## config.mk

```make
export PLATFORM = sky130hd
export DESIGN_NAME = control_unit_seq
export DESIGN_NICKNAME = d
export VERILOG_FILES = /design/src/rtl/cu_pkg.sv /design/src/rtl/cu_decode.sv /design/src/rtl/control_unit_seq.sv
export SDC_FILE = /design/constraint.sdc
export NUM_CORES = 1
export LEC_CHECK = 0
export ABC_AREA = 1
export ABC_CLOCK_PERIOD_IN_PS = 1690
export BUFFER_PORTS_ARGS = -buffer_cell sky130_fd_sc_hd__buf_2
export CORE_MARGIN = 1
export CORE_UTILIZATION = 38
export CTS_CLUSTER_SIZE = 16
export DETAILED_ROUTE_END_ITERATION = 8
export PLACE_DENSITY_LB_ADDON = 0.05
export SLEW_MARGIN = 25
export SYNTH_ARGS = -nofsm -noshare
export SYNTH_HDL_FRONTEND = slang
export SYNTH_SLANG_ARGS = --single-unit
```

## constraint.sdc

```tcl
create_clock -name clk -period 1.69 [get_ports clk]
set_input_delay 0.169 -clock clk [delete_from_list [all_inputs] [get_ports clk]]
set_output_delay 0.169 -clock clk [all_outputs]
set_load 0.02 [all_outputs]
```

## src/rtl/cu_pkg.sv

```systemverilog
// Shared constants and types for the registered ID/EX control unit:
// mode/opcode encodings, exe_cmd encodings, FSM states and the decoded control bundle.
package cu_pkg;

  localparam logic [1:0] MODE_ALU = 2'b00;
  localparam logic [1:0] MODE_MEM = 2'b01;
  localparam logic [1:0] MODE_BR  = 2'b10;
  localparam logic [1:0] MODE_EXT = 2'b11;

  localparam logic [3:0] OP_AND  = 4'b0000;
  localparam logic [3:0] OP_EOR  = 4'b0001;
  localparam logic [3:0] OP_SUB  = 4'b0010;
  localparam logic [3:0] OP_ADD  = 4'b0100;
  localparam logic [3:0] OP_ADC  = 4'b0101;
  localparam logic [3:0] OP_SBC  = 4'b0110;
  localparam logic [3:0] OP_TST  = 4'b1000;
  localparam logic [3:0] OP_CMP  = 4'b1010;
  localparam logic [3:0] OP_ORR  = 4'b1100;
  localparam logic [3:0] OP_MOV  = 4'b1101;
  localparam logic [3:0] OP_MVN  = 4'b1111;
  localparam logic [3:0] OP_LDST = 4'b0100;
  localparam logic [3:0] OP_MUL  = 4'b0000;

  localparam logic [3:0] CMD_NOP = 4'b0000;
  localparam logic [3:0] CMD_MOV = 4'b0001;
  localparam logic [3:0] CMD_ADD = 4'b0010;
  localparam logic [3:0] CMD_ADC = 4'b0011;
  localparam logic [3:0] CMD_SUB = 4'b0100;
  localparam logic [3:0] CMD_SBC = 4'b0101;
  localparam logic [3:0] CMD_AND = 4'b0110;
  localparam logic [3:0] CMD_ORR = 4'b0111;
  localparam logic [3:0] CMD_EOR = 4'b1000;
  localparam logic [3:0] CMD_MVN = 4'b1001;
  localparam logic [3:0] CMD_MUL = 4'b1010;

  typedef enum logic {
    IDLE = 1'b0,
    BUSY = 1'b1
  } cu_state_e;

  typedef struct packed {
    logic [3:0] cmd;
    logic       wb_en;
    logic       mem_r_en;
    logic       mem_w_en;
    logic       has_src1;
    logic       b;
    logic       s_out;
    logic       illegal;
    logic       is_mul;
  } cu_ctrl_t;

  localparam cu_ctrl_t CTRL_NOP = '0;

  function automatic cu_ctrl_t illegal_ctrl();
    cu_ctrl_t c;
    c         = CTRL_NOP;
    c.illegal = 1'b1;
    return c;
  endfunction

endpackage

```

## src/rtl/cu_decode.sv

```systemverilog
// Purely combinational decode table: mode/opcode/S -> execute-stage control bundle.
module cu_decode
  import cu_pkg::*;
(
  input  logic [1:0] mode,
  input  logic [3:0] opcode,
  input  logic       s_in,
  output cu_ctrl_t   ctrl
);

  always_comb begin
    ctrl = CTRL_NOP;
    case (mode)
      MODE_ALU: begin
        // Common ALU profile; individual opcodes override below.
        ctrl.wb_en    = 1'b1;
        ctrl.has_src1 = 1'b1;
        ctrl.s_out    = s_in;
        case (opcode)
          OP_MOV: begin
            ctrl.cmd      = CMD_MOV;
            ctrl.has_src1 = 1'b0;
          end
          OP_MVN: begin
            ctrl.cmd      = CMD_MVN;
            ctrl.has_src1 = 1'b0;
          end
          OP_ADD: ctrl.cmd = CMD_ADD;
          OP_ADC: ctrl.cmd = CMD_ADC;
          OP_SUB: ctrl.cmd = CMD_SUB;
          OP_SBC: ctrl.cmd = CMD_SBC;
          OP_AND: ctrl.cmd = CMD_AND;
          OP_ORR: ctrl.cmd = CMD_ORR;
          OP_EOR: ctrl.cmd = CMD_EOR;
          OP_CMP: begin
            ctrl.cmd   = CMD_SUB;
            ctrl.wb_en = 1'b0;
            ctrl.s_out = 1'b1;
          end
          OP_TST: begin
            ctrl.cmd   = CMD_AND;
            ctrl.wb_en = 1'b0;
            ctrl.s_out = 1'b1;
          end
          default: ctrl = illegal_ctrl();
        endcase
      end
      MODE_MEM: begin
        if (opcode == OP_LDST) begin
          ctrl.cmd      = CMD_ADD;
          ctrl.has_src1 = 1'b1;
          ctrl.mem_r_en = s_in;
          ctrl.mem_w_en = ~s_in;
          ctrl.wb_en    = s_in;
        end else begin
          ctrl = illegal_ctrl();
        end
      end
      MODE_BR: begin
        ctrl.b = 1'b1;
      end
      MODE_EXT: begin
        if (opcode == OP_MUL) begin
          ctrl.cmd      = CMD_MUL;
          ctrl.wb_en    = 1'b1;
          ctrl.has_src1 = 1'b1;
          ctrl.s_out    = s_in;
          ctrl.is_mul   = 1'b1;
        end else begin
          ctrl = illegal_ctrl();
        end
      end
    endcase
  end

endmodule

```

## src/rtl/control_unit_seq.sv

```systemverilog
// Registered ID/EX control unit with stall/flush/squash and a multi-cycle MUL sequencer.
// Optional performance counters are enabled by defining CU_PERF_COUNT_EN.
//
// Handshake: a decode word transfers on a cycle where in_valid && in_ready && !stall && !flush.
// in_ready drops while the MUL sequencer is busy; the producer must hold its word until it
// transfers. out_valid marks a valid ID/EX control word and has no back-pressure.
module control_unit_seq
  import cu_pkg::*;
#(
  parameter int EXE_CMD_W  = 4,
  parameter int MUL_CYCLES = 3
) (
  input  logic                 clk,
  input  logic                 rst,
  input  logic                 in_valid,
  input  logic [1:0]           mode,
  input  logic [3:0]           opcode,
  input  logic                 s_in,
  input  logic                 cond_pass,
  input  logic                 stall,
  input  logic                 flush,
  output logic                 in_ready,
  output logic                 busy,
  output logic                 out_valid,
  output logic [EXE_CMD_W-1:0] exe_cmd,
  output logic                 wb_en,
  output logic                 mem_r_en,
  output logic                 mem_w_en,
  output logic                 has_src1,
  output logic                 b,
  output logic                 s_out,
  output logic                 illegal,
  output cu_state_e            state_dbg
`ifdef CU_PERF_COUNT_EN
  ,
  output logic [31:0]          perf_issued,
  output logic [31:0]          perf_stall
`endif
);

  localparam int               CNT_W    = (MUL_CYCLES > 1) ? $clog2(MUL_CYCLES) : 1;
  localparam logic [CNT_W-1:0] CNT_LOAD = CNT_W'(MUL_CYCLES - 1);

  cu_ctrl_t         dec;
  cu_state_e        state;
  logic [CNT_W-1:0] cnt;
  logic [3:0]       pend_cmd;
  logic             pend_wb_en;
  logic             pend_has_src1;
  logic             pend_s_out;
  logic             accept;
  logic             take_mul;
  logic             mul_done;

  cu_decode u_decode (
    .mode   (mode),
    .opcode (opcode),
    .s_in   (s_in),
    .ctrl   (dec)
  );

  assign busy      = (state == BUSY);
  // Gated by reset so every output reads 0 while rst is held low.
  assign in_ready  = rst & ~busy;
  assign state_dbg = state;
  assign accept    = in_valid & in_ready & ~stall & ~flush;
  // A squashed MUL never enters the sequencer; it loads like any squashed op.
  assign take_mul  = accept & dec.is_mul & cond_pass;
  assign mul_done  = busy & (cnt == '0) & ~stall & ~flush;

  always_ff @(posedge clk or negedge rst) begin
    if (!rst) begin
      state         <= IDLE;
      cnt           <= '0;
      pend_cmd      <= '0;
      pend_wb_en    <= 1'b0;
      pend_has_src1 <= 1'b0;
      pend_s_out    <= 1'b0;
      out_valid     <= 1'b0;
      exe_cmd       <= '0;
      wb_en         <= 1'b0;
      mem_r_en      <= 1'b0;
      mem_w_en      <= 1'b0;
      has_src1      <= 1'b0;
      b             <= 1'b0;
      s_out         <= 1'b0;
      illegal       <= 1'b0;
    end else if (state == BUSY) begin
      out_valid <= 1'b0;
      wb_en     <= 1'b0;
      mem_r_en  <= 1'b0;
      mem_w_en  <= 1'b0;
      b         <= 1'b0;
      s_out     <= 1'b0;
      illegal   <= 1'b0;
      if (flush) begin
        state <= IDLE;
        cnt   <= '0;
      end else if (!stall) begin
        if (cnt == '0) begin
          state     <= IDLE;
          out_valid <= 1'b1;
          exe_cmd   <= EXE_CMD_W'(pend_cmd);
          wb_en     <= pend_wb_en;
          has_src1  <= pend_has_src1;
          s_out     <= pend_s_out;
        end else begin
          cnt <= cnt - 1'b1;
        end
      end
    end else begin
      if (flush) begin
        out_valid <= 1'b0;
        wb_en     <= 1'b0;
        mem_r_en  <= 1'b0;
        mem_w_en  <= 1'b0;
        b         <= 1'b0;
        s_out     <= 1'b0;
        illegal   <= 1'b0;
      end else if (stall) begin
        // ID/EX register holds its contents.
      end else if (take_mul) begin
        state         <= BUSY;
        cnt           <= CNT_LOAD;
        pend_cmd      <= dec.cmd;
        pend_wb_en    <= dec.wb_en;
        pend_has_src1 <= dec.has_src1;
        pend_s_out    <= dec.s_out;
        out_valid     <= 1'b0;
        wb_en         <= 1'b0;
        mem_r_en      <= 1'b0;
        mem_w_en      <= 1'b0;
        b             <= 1'b0;
        s_out         <= 1'b0;
        illegal       <= 1'b0;
      end else if (accept) begin
        // Failed condition still issues a slot, but with all side effects suppressed.
        out_valid <= 1'b1;
        exe_cmd   <= EXE_CMD_W'(dec.cmd);
        has_src1  <= dec.has_src1;
        illegal   <= dec.illegal;
        wb_en     <= dec.wb_en & cond_pass;
        mem_r_en  <= dec.mem_r_en & cond_pass;
        mem_w_en  <= dec.mem_w_en & cond_pass;
        b         <= dec.b & cond_pass;
        s_out     <= dec.s_out & cond_pass;
      end else begin
        out_valid <= 1'b0;
        wb_en     <= 1'b0;
        mem_r_en  <= 1'b0;
        mem_w_en  <= 1'b0;
        b         <= 1'b0;
        s_out     <= 1'b0;
        illegal   <= 1'b0;
      end
    end
  end

`ifdef CU_PERF_COUNT_EN
  logic issue_evt;
  assign issue_evt = mul_done | (~busy & accept & ~take_mul);

  always_ff @(posedge clk or negedge rst) begin
    if (!rst) begin
      perf_issued <= '0;
      perf_stall  <= '0;
    end else begin
      if (issue_evt) perf_issued <= perf_issued + 32'd1;
      if (stall | busy) perf_stall <= perf_stall + 32'd1;
    end
  end
`endif

endmodule

```

==> flow_results.org, run 1 <==
** Status
- The flow ran to the end, and the final reports show no timing, DRC or antenna violations.

** Clock network
- Number of CTS-inserted buffers :: 3
- For this design, the sink count on the clock tree is 22.
- TritonCTS built the clock tree.
- Counting along the longest clock path gives a buffer depth of 2.
- After clock tree synthesis, the setup repair step added 0 buffers.
- Clock-pin slew was measured on the worst setup and hold paths at 0.12 ns.
- For the worst-skew pair, the clock arrives at the later sink with an insertion delay of 0.31 ns.
- CTS built an H-tree with a depth of 1.
- Clock tree root buffer cell :: sky130_fd_sc_hd__clkbuf_4

** Floorplanning
- The floorplan has 21 rows.
- From bottom edge to top edge, the die measures 61.4 um.
- Number of placed I/O pins :: 28
- Measured along the x axis, the die boundary spans 61.4 um.
- Initial Util :: 39.8%
- The core region is 3360 um^2.
- The die covers 3770 um^2.

** Setup path
- Critical-path maximum fanout :: 23
- The worst setup path is of the in2out kind.
- For the worst setup path, the data required time is 1.52 ns.
- At the worst endpoint, the arrival time is 1.37 ns.
- The worst setup path is launched from an input pin.
- Kind of capture point of the worst setup path :: primary output

** Placement
- Area post-placement :: 1540 um^2
- Estimated wirelength of the detail-placed design :: 2.31 mm
- IO Port Bufs :: 27
- Placer congestion estimate :: 0.816

** Finish
- Fill cells in the final layout number 371.
- In the final layout, the share of cells above drive strength 1 is 26.6%.
- Leaving out fill and tap cells, the most frequent cell in the layout is sky130_fd_sc_hd__nand2_1.
- After routing the design area is 1600 um^2.
- 0 antenna diodes ended up in the layout.
- At the end of the flow, the number of nets in the layout was 229.
- Compared with the post-synthesis result, the final layout area differs by 19.6%.
- In the layout the commonest cells are sky130_fd_sc_hd__nand2_1, sky130_fd_sc_hd__buf_2, sky130_fd_sc_hd__inv_1, sky130_fd_sc_hd__dfrtp_1, sky130_fd_sc_hd__nor2_1.

** Power
- Power Density :: 717 nW/um^2
- Summed over all cells, the static leakage comes to 0.000910 uW.
- Highest ir drop seen on vdd :: 0.321 mV
- Final Power :: 1150 uW

** Synth
- The most used flip-flop cell after synthesis is sky130_fd_sc_hd__dfrtp_1.
- After synthesis, the largest area contributor takes up 41.1% of total cell area.
- EDFF count, synth :: 0
- Leading cell types by total area after synthesis :: sky130_fd_sc_hd__dfrtp_1, sky130_fd_sc_hd__nand2_1, sky130_fd_sc_hd__inv_1
- Sequential cell area fraction in the yosys report :: 41.1%
- Of all flip-flops after synthesis, the portion carrying an async set or reset was 100%.
- The Yosys step of the flow raised 0 warnings.
- Netlist area before placement :: 1340 um^2
- Synth Register Bits :: 22
- Dividing the synthesized area by the synthesized cell count gives 7.40 um^2.
- Synthesized instance count :: 181
- Synthesis produced a netlist with a net count of 195.
- Post-synth top area cell :: sky130_fd_sc_hd__dfrtp_1
- The number of different library cells used by synthesis comes to 27.

** Job
- The tool flagged a number of max-cap violations equal to 0.

** Timing
- Total setup violations reported at the end of the flow :: 0
- Worst slew pin tran :: 0.349 ns
- Setup repair after global routing left no endpoint under its margin.
- Measured against its own limit, the worst slew margin works out to 76.5%.
- The final count of pins violating max slew came to 0.
- For the final database, setup skew stands at 0.00495 ns.
- Hold violation total from the final report :: 0
- Fmax :: 0.650 GHz
- Setup TNS :: 0 ns
- Subtracting the final worst setup slack from the clock period gives 1.54 ns.
- Final clock period utilization by the worst path :: 91.1%

** Global routing
- Remaining Overflow, GRT :: 0
- The number of global-route vias before repair is 1147.
- Global-route wire length before repair :: 5.02 mm
- The initial antenna violation count is 0.
- Entering global routing, the biggest net connects 24 pins.
- Across every metal layer, demand over resource in global routing totals 18.2%.

** Drt
- Number of routed nets with antenna violations :: 0
- For this run, the detailed router's first-pass iteration total came to 4.
- After the first detailed-routing iteration, the DRC count stood at 52.
- Detailed-route via count :: 1216
- Routed wirelength normalized by instance count :: 11.2 um
- After detailed routing, the total wire length is 2.91 mm.
- After detailed routing, the number of vias per cell comes to 4.68.
- Number of remaining DRC errors :: 0

** Hold path
- The worst hold path belongs to the class in2reg.
## power by group
group          internal (uW)  switching (uW)
Combinational           62.9             123
Clock                    240             167
Sequential               547            9.44
## stage by stage
| step | cells | setup WS, ns | hold WS, ns | utilization [%] |
|---|---|---|---|---|
| after floorplan | 181 | 0.216 | -0.127 | - |
| after global placement | 255 | 0.369 | 0.219 | 45.7 |
| after detailed placement | 255 | 0.303 | 0.223 | 45.7 |
| after CTS | 260 | 0.0335 | 0.0687 | 47.5 |
| after global routing | 260 | 0.0445 | 0.0595 | 47.7 |
| final | 260 | 0.151 | 0.0794 | 47.7 |
## routing by layer
metal,up-vias,share of wire [%],track usage (%),wire length [um]
li1,637,-,-,-
met1,551,50,26.4,1460
met2,26,46,28.0,1330
met3,2,3.2,2.52,94
met4,0,0.76,5.71,22
met5,-,0,0,0
## final cells by class
cell class / count / area [um^2] / area share [%]
Clock inverter: 1 / 30.0 / 1.87
Sequential cell: 22 / 551 / 34.3
Tap cell: 46 / 57.6 / 3.59
Inverter: 28 / 115 / 7.18
Multi-Input combinational cell: 129 / 656 / 40.9
Clock buffer: 3 / 22.5 / 1.41
Timing Repair Buffer: 31 / 171 / 10.7
## synth_stat cells (2+ instances only)
library cell	count
sky130_fd_sc_hd__nand3_1	13
sky130_fd_sc_hd__nand2_2	2
sky130_fd_sc_hd__nand2_1	51
sky130_fd_sc_hd__clkinv_4	2
sky130_fd_sc_hd__o211ai_1	2
sky130_fd_sc_hd__nand3_2	2
sky130_fd_sc_hd__inv_1	23
sky130_fd_sc_hd__nor2_1	19
sky130_fd_sc_hd__nor2_2	4
sky130_fd_sc_hd__nor2_4	3
sky130_fd_sc_hd__o21ai_1	8
sky130_fd_sc_hd__or2_2	3
sky130_fd_sc_hd__inv_2	3
sky130_fd_sc_hd__a21oi_1	3
sky130_fd_sc_hd__dfrtp_1	22
sky130_fd_sc_hd__o21ai_0	10
## flip-flops by register name, indices dropped and copies added, names as in the netlist
signal,cells
b,1
s_out,1
pend_cmd,4
exe_cmd,4
illegal,1
pend_has_src1,1
cnt,2
busy,1
wb_en,1
has_src1,1
mem_r_en,1
out_valid,1
mem_w_en,1
pend_s_out,1
pend_wb_en,1
## worst max-delay path, stage by stage
cell and delay (ns):
sky130_fd_sc_hd__dlygate4sd3_1 0.52, sky130_fd_sc_hd__buf_2 0.13, sky130_fd_sc_hd__buf_6 0.23, sky130_fd_sc_hd__inv_1 0.06
sky130_fd_sc_hd__nor2_1 0.09, sky130_fd_sc_hd__buf_2 0.17
## cell families after synthesis
family          share of synthesized area, %
simple gates                            35.7
buf+inv                                 9.99
compound gates                          12.3
flops                                   41.1
fa+ha+maj                              0.934
## final timing paths
check,from,endpoint,slack (ns),depth (start not counted)
worst max-delay path,rst,in_ready,0.15,6
worst max register to register,busy,has_src1,0.29,9
worst min-delay path,mode[0],b,0.08,2
min in group asynchronous,rst,illegal,0.36,3
max in group asynchronous,rst,pend_wb_en,1.15,3
worst min register to register,pend_wb_en,pend_wb_en,0.46,2
## what timing repair did
item / in CTS / in global routing
endpoints found under the hold margin: 22 / 0
resized for setup: 0 / 1
endpoints found under the setup margin: 0 / 1
hold buffers: 1 / 0
(Power assumes the default switching activity.)
==> inputs of run 2 (changes only) <==
--- a/config.mk
+++ b/config.mk
@@ -5,7 +5,6 @@
 export SDC_FILE = /design/constraint.sdc
 export NUM_CORES = 1
 export LEC_CHECK = 0
-export ABC_AREA = 1
 export ABC_CLOCK_PERIOD_IN_PS = 1690
 export BUFFER_PORTS_ARGS = -buffer_cell sky130_fd_sc_hd__buf_2
 export CORE_MARGIN = 1
==> run 2 against run 1 <==
  * Clock skew about the same
  * Via count up 3.6%
  * Final cell count down 12%
  * Area after synthesis up 2.1%
  * Flip-flop and latch count unchanged
  * Combinational power up 13%
  * Sequential power about the same
  * Clock power up 3%
==> flow_results.org, run 2 <==
** Floorplanning
- 28 I/O pins were placed.
- After floorplanning, the core was sized to cover 3390 um^2.
- Number of core rows :: 21
- Area of the die :: 3840 um^2
- Width of the die :: 62.0 um
- Initial Util :: 40.3%
- Vert. Die Dim :: 62.0 um

** Finish
- For this run, the post-layout net count is 199.
- Cells with a size suffix above 1 make up 34.8% of the layout.
- Most common cell after layout, fill and taps aside :: sky130_fd_sc_hd__buf_2
- From synthesis to final layout, the design area changed by 25.6%.
- Cells fill 50.7% of the core in the end.
- In the final layout, the registers with the most flip-flops are exe_cmd x4, pend_cmd x4, cnt x2.
- Most frequent cells in the layout :: sky130_fd_sc_hd__buf_2, sky130_fd_sc_hd__dfrtp_1, sky130_fd_sc_hd__buf_4, sky130_fd_sc_hd__nand2_1, sky130_fd_sc_hd__o21ai_0
- The finished layout holds 230 standard cells, fillers aside.
- Antenna fix cells :: 0

** Synth
- Area share of the largest cell type after synthesis :: 40.3%
- The synthesized design spends more area on one cell type than any other, namely sky130_fd_sc_hd__dfrtp_1.
- Counting every net in the synthesized netlist gives 161.
- The synthesized netlist devotes 0.640% of its cell area to XOR and XNOR gates.
- Synthesized instance count :: 147
- A synthesized cell averages 9.30 um^2.
- By area the synthesized netlist is led by sky130_fd_sc_hd__dfrtp_1, sky130_fd_sc_hd__mux2_2, sky130_fd_sc_hd__o21ai_0.
- Warnings from Yosys :: 0
- Summing the areas of all fa, ha and maj instances in the mapped netlist gives 1.65% of the synthesized area.
- The most used flip-flop cell after synthesis is sky130_fd_sc_hd__dfrtp_1.
- After Yosys synthesis, and, or, nand and nor cells account for 21.9% of the synthesized area.
- Count of cell types in the netlist :: 50
- Library cell with the highest instance count after synthesis :: sky130_fd_sc_hd__dfrtp_1
- Synth Register Bits :: 22
- Sequential cells were found to cover 40.3% of the synthesized design area.
- Summing every instance area after synthesis gives 1370 um^2.
- Synth async-reset ratio :: 100%
- Complex-gate fraction of the synthesized area :: 23.8%
- After synthesis, the largest family of logic cells by area is compound AO/OA/AOI/OAI gates.
- Synth cell count leaders :: sky130_fd_sc_hd__dfrtp_1, sky130_fd_sc_hd__nand2_1, sky130_fd_sc_hd__o21ai_0
- The portion of synthesized area spent on multiplexers is 5.58%.
- EDFF count, synth :: 0

** Global routing
- Global routing met3 resource utilization :: 3.52%
- The number of global-route vias before repair is 1239.
- met2 is the most crowded layer.
- GR met1 Demand/Resource :: 26.5%
- Total global-route track usage :: 20.3%
- Remaining Overflow, GRT :: 0
- Antenna violations before repair :: 0
- Pin count of the biggest net entering global routing :: 26
- Global-route wire length before repair :: 5.69 mm
- In the global route stage, met2 resource usage came out at 32.5%.

** Timing
- Setup violations remaining at the end of the flow were counted as 0.
- Final clock period utilization by the worst path :: 94.8%
- The final count of pins violating max slew was 0.
- Worst slew pin tran :: 0.478 ns
- Setup slack on the critical path of the routed design comes to 0.0878 ns.
- Hold violation total from the final report :: 0
- For the final database, setup skew stands at 0.00475 ns.
- Smallest hold slack :: 0.127 ns
- Setup repair after global routing left no endpoint under its margin.
- Final period demand of the worst path :: 1.60 ns
- Worst max-slew margin expressed relative to the limit :: 67.3%
- Fmax :: 0.624 GHz

** Power
- Highest ir drop seen on vdd :: 0.335 mV
- Final Power :: 1180 uW
- Power spent charging and discharging nets :: 311 uW
- Registers are responsible for 46.9% of the overall power.
- Combinational cells account for 17.8% of the total power.
- Cell-internal power :: 870 uW
- Dividing total power by cell area gives a power density of 688 nW/um^2.
- Static Leak :: 0.000842 uW
- Clock power share :: 35.4%
- Sw Ratio :: 26.3%

** Clock network
- Clock transition at the registers of the reported paths :: 0.13 ns
- Clk_lat worst skew :: 0.32 ns
- In this run, CTS created clock tree buffers numbering 3.
- Clock tree from TritonCTS :: built
- Worst-case clock buffer depth :: 2
- In this run the number of H-tree levels came out at 1.
- Clock sink total :: 22
- Clock tree root buffer cell :: sky130_fd_sc_hd__clkbuf_4

** Drt
- The first detailed-routing pass ran for 4 iterations.
- Dividing the detail-routed via count by the number of cells gives 5.48.
- Summed over all layers, the routed wires come to 3.48 mm.
- Violation count after the first detailed-routing iteration :: 60
- The routed layout has 1260 vias.
- After detailed routing, the number of remaining DRC violations is 0.
- Once detail routing completed, the nets flagged for antenna violations numbered 0.
- Routed wirelength normalized by instance count :: 15.1 um

** Status
- Status :: completed

** Placement
- Worst setup timing slack at the placement stage :: -0.0405 ns
- Once detailed placement completed, the half-perimeter wirelength came to 2.56 mm.
- Input and output buffers added on the ports amount to 27.
- In this run, placement finished with an instance count of 222.
- The congestion estimate from routability-driven global placement came to 0.818.

** Setup path
- The worst setup path is launched from a flop.
- Kind of critical path :: reg2reg
- STA puts the critical path data arrival time at 1.82 ns.
- Internal reg-to-reg setup slack :: 0.09 ns
- At the worst endpoint, the required time is 1.91 ns.
- Kind of capture point of the worst setup path :: flop
- Along the worst path, the maximum fanout reaches 5.

** Job
- The tool flagged a number of max-cap violations equal to 0.

** Hold path
- Type of the worst min-delay path :: in2reg
## run 2: changes by cell type in the layout (fill, tap and decap cells not counted), sizes merged, moves of 4 or more
cell   before  now
nand2      54   11
nor2       26    7
inv        26    8
nand3      16    1
buf        30   44
o21ai      18   10
nor2b       0    7
mux2        0    5
a22oi       0    4
nor3        1    5
## run 2: repair_timing
action	CTS	global route
setup endpoints to repair	5	7
endpoints found under the hold margin	22	0
pin swaps	2	1
buffers inserted	2	1
hold buffers	1	0
gates resized for setup	2	4
## run 2: per-layer routing
metal | up-vias | routed length [um]
li1 | 609 | -
met5 | - | 0
met4 | 0 | 40
met1 | 609 | 1600
met2 | 38 | 1700
met3 | 4 | 133
## run 2: final timing paths
check | cells past startpoint | to | startpoint
max in group asynchronous | 3 | busy | rst
min in group asynchronous | 3 | busy | rst
worst min register to register | 1 | pend_has_src1 | pend_has_src1
worst max register to register | 5 | has_src1 | busy
worst min-delay path | 2 | mem_w_en | s_in
worst max-delay path | 5 | has_src1 | busy
## run 2: layout make-up
| class | instances | area (um^2) |
|---|---|---|
| Tap cell | 46 | 57.6 |
| Fill cell | 336 | 1670 |
| Clock buffer | 3 | 22.5 |
| Multi-Input combinational cell | 105 | 738 |
| Timing Repair Buffer | 45 | 288 |
| Clock inverter | 1 | 30.0 |
| Inverter | 8 | 30.0 |
| Sequential cell | 22 | 552 |
## run 2: cells by family (layout without fill, tap and decap cells)
kind of cell,Yosys count,after routing
AO/OA/AOI/OAI,45,45
buffers and inverters,20,57
adder cells (fa/ha/maj),2,2
multiplexers,7,7
XOR/XNOR,1,1
flip-flops,22,22
AND/OR/NAND/NOR,50,50
## run 2: power groups by stage
stage	sequential, uW	combinational (uW)	clock, uW
after CTS	554	208	429
after global placement	563	199	0
after global routing	556	233	447
final	554	210	418
after floorplan	579	105	0
after detailed placement	564	203	0
## run 2: stage by stage
step | instance area, um^2 | TNS [ns]
final | 1720 | 0
after global routing | 1720 | 0
after global placement | 1610 | 0
after floorplan | 1370 | 0
after detailed placement | 1610 | -0.153
after CTS | 1700 | 0
## run 2: critical path: stages (launching register included)
cell and delay, ns:
sky130_fd_sc_hd__dfrtp_2 0.45, sky130_fd_sc_hd__nor4_4 0.18, sky130_fd_sc_hd__o21ai_2 0.13, sky130_fd_sc_hd__a211oi_4 0.26, sky130_fd_sc_hd__buf_6 0.15, sky130_fd_sc_hd__mux2_2 0.32
==> inputs of run 3 (changes only) <==
--- a/config.mk
+++ b/config.mk
@@ -9,9 +9,9 @@
 export BUFFER_PORTS_ARGS = -buffer_cell sky130_fd_sc_hd__buf_2
 export CORE_MARGIN = 1
 export CORE_UTILIZATION = 38
-export CTS_CLUSTER_SIZE = 16
 export DETAILED_ROUTE_END_ITERATION = 8
 export PLACE_DENSITY_LB_ADDON = 0.05
+export REMOVE_ABC_BUFFERS = 1
 export SLEW_MARGIN = 25
 export SYNTH_ARGS = -nofsm -noshare
 export SYNTH_HDL_FRONTEND = slang
==> run 3 against run 2 <==
  * Clock skew grew 0.0040 ns
  * Fmax down 1.1%
  * Power is 1.2% lower
  * Register-to-register slack got worse by 0.02 ns
  * Sequential power is essentially flat
  * Worst setup slack got worse by 0.018 ns
  * Flip-flop and latch count is the same
  * Final area shrank 0.73%
  * Critical path depth shrank 1
==> flow_results.org, run 3 (synthesized netlist as in run 2, its figures left out) <==
** Setup path
- The worst setup path is launched from a flop.
- STA classifies the critical path endpoint as a flop.
- Data arrives at the worst endpoint at 1.83 ns.
- Largest stage delay on the critical path :: 0.44 ns
- On the critical path the largest part of the delay comes from compound AO/OA/AOI/OAI gates.
- The largest individual stage delay along the critical path comes from the cell sky130_fd_sc_hd__dfrtp_1.
- Critical-path maximum fanout :: 5
- Kind of critical path :: reg2reg
- Critical-path cell list :: nor4_4, o21ai_2, a211oi_4, mux2_2
- The number of buffers and inverters on the critical path is 0.
- Data required, critical path :: 1.90 ns

** Clock network
- Clock sink total :: 22
- Number of CTS-inserted buffers :: 3
- Clock transition at the registers of the reported paths :: 0.13 ns
- Clock tree root buffer cell :: sky130_fd_sc_hd__clkbuf_4
- TritonCTS built the clock tree.
- In this run the number of H-tree levels came out at 1.
- The later pin in the worst-skew pair is clocked with a latency of 0.31 ns.
- In this run the deepest clock path goes through 2 buffers.

** Status
- Status :: completed

** Floorplanning
- In this run the vertical extent of the chip is 62.0 um.
- In this run the standard cell core region covers 3390 um^2.
- The die covers 3840 um^2.
- The die is 62.0 um wide.
- The initial utilization of the core area, before any placement, comes to 40.3%.
- Number of core rows :: 21
- Number of placed I/O pins :: 28

** Finish
- Most frequent cells in the layout :: sky130_fd_sc_hd__buf_2, sky130_fd_sc_hd__dfrtp_1, sky130_fd_sc_hd__buf_4, sky130_fd_sc_hd__nand2_1, sky130_fd_sc_hd__o21ai_0
- Non-Filler Instances :: 230
- Cells with a size suffix above 1 make up 34.2% of the layout.
- The layout has 355 filler cells.
- Final non-filler cell area :: 1710 um^2
- After the last flow step, the layout net total stands at 199.
- 0 antenna diodes ended up in the layout.
- Relative to the synthesized area, the layout overhead comes to 24.7%.
- Leaving out fill and tap cells, the most frequent cell in the layout is sky130_fd_sc_hd__buf_2.
- Largest registers :: exe_cmd x4, pend_cmd x4, cnt x2

** Placement
- IO Port Bufs :: 27
- Cell total after placement :: 224
- Summed over all nets, the half-perimeter wirelength after detailed placement is 2.55 mm.
- The congestion estimate from routability-driven global placement came to 0.837.
- After detailed placement, the total cell area comes to 1630 um^2.

** Drt
- In this run, the number of DRC markers left after iteration 0 of detailed routing was 63.
- Router iterations before antenna repair :: 4
- Number of routed nets with antenna violations :: 0
- Routed wirelength normalized by instance count :: 15.0 um
- Detailed-route via count :: 1252
- Number of remaining DRC errors :: 0
- Dividing the detail-routed via count by the number of cells gives 5.44.
- For this block, the routed nets add up to 3.44 mm of wire.

** Global routing
- The first global-routing pass estimated 5.50 mm of wire.
- In the global route stage, overall resource usage came out at 19.8%.
- The number of global-route vias before repair came to 1212.
- The total overflow left after global routing is 0.
- Pin count of the biggest net entering global routing :: 26
- The initial antenna violation count is 0.

** Timing
- Based on the critical path, the design can be clocked at up to 0.617 GHz.
- The final count of pins violating max slew came to 0.
- Measured against its own limit, the worst slew margin works out to 72.0%.
- After layout, the minimum clock period comes to 1.62 ns.
- Worst slew pin tran :: 0.409 ns
- Hold violation total from the final report :: 0
- RSZ-0062 raised after global routing :: yes
- Clock Skew :: 0.00873 ns
- In the finished design, the share of the clock period the worst path needs comes to 95.9%.
- Total setup violations reported at the end of the flow :: 0

** Job
- Across the run, the number of max-cap violations was 0.

** Power
- Sw Ratio :: 25.2%
- Sequential cells burn 47.4% of the power.
- The worst-case IR drop observed on VDD is 0.319 mV.
- Power spent charging and discharging nets :: 294 uW
- Cell-internal power :: 872 uW
- Combinational Power Share :: 18.1%
- Clock power share :: 34.4%
- Power Density :: 684 nW/um^2
- Static Leak :: 0.000838 uW

** Hold path
- The path class of the tightest hold or removal check is in2reg.
run 3: worst register-to-register path: stages (launching register included):
cell and delay (ns):
sky130_fd_sc_hd__dfrtp_1 0.44, sky130_fd_sc_hd__nor4_4 0.20, sky130_fd_sc_hd__o21ai_2 0.13, sky130_fd_sc_hd__a211oi_4 0.38, sky130_fd_sc_hd__mux2_2 0.38
run 3: power by group through the flow:
stage               Sequential [uW]  Combinational, uW  Clock (uW)
floorplan                       579               80.1           0
CTS                             554                211         411
detailed placement              564                208           0
finish                          553                212         402
global route                    556                233         436
global placement                563                205           0
run 3: cell type report:
type	instances	area, um^2	area share [%]
multi-input cells	105	734	43.1
flip-flops and latches	22	551	32.3
repair buffers	45	280	16.4
well taps	46	57.6	3.37
clock inverters	1	30.0	1.76
inverters	8	30.0	1.76
clock buffers	3	22.5	1.32
run 3: worst paths after layout:
check                      startpoint        end  slack [ns]  cells past startpoint
min in group asynchronous         rst     cnt[0]        0.37                      3
hold reg to reg              mem_w_en   mem_w_en        0.49                      2
hold / removal                   s_in   mem_w_en        0.13                      2
max in group asynchronous         rst  out_valid        1.14                      3
setup / recovery                 busy   has_src1        0.07                      4
setup reg to reg                 busy   has_src1        0.07                      4
run 3: routing by layer:
layer | vias to the layer above | global-route usage, % | wire, um
li1 | 613 | - | -
met1 | 601 | 25.1 | 1570
met2 | 34 | 33.9 | 1680
met3 | 4 | 3.52 | 157
met4 | 0 | 6.35 | 38
met5 | - | 0 | 0
run 3: through the flow:
stage	util (%)	total power [uW]	setup WS, ns	hold slack [ns]	setup TNS, ns
floorplan	-	659	-0.376	-0.127	-2.34
global placement	48.0	768	0.0157	0.202	0
detailed placement	48.0	772	-0.0399	0.199	-0.159
CTS	49.9	1180	0.00917	0.130	0
global route	50.3	1220	-0.0173	0.151	-0.0682
finish	50.3	1170	0.0693	0.128	0
run 3: repair_timing:
item | 4_1_cts | 5_1_grt
setup endpoints to repair | 5 | 6
pin swaps | 2 | 1
gates resized for setup | 1 | 2
hold endpoints to repair | 22 | 0
hold buffers | 1 | 0
buffers inserted | 0 | 1
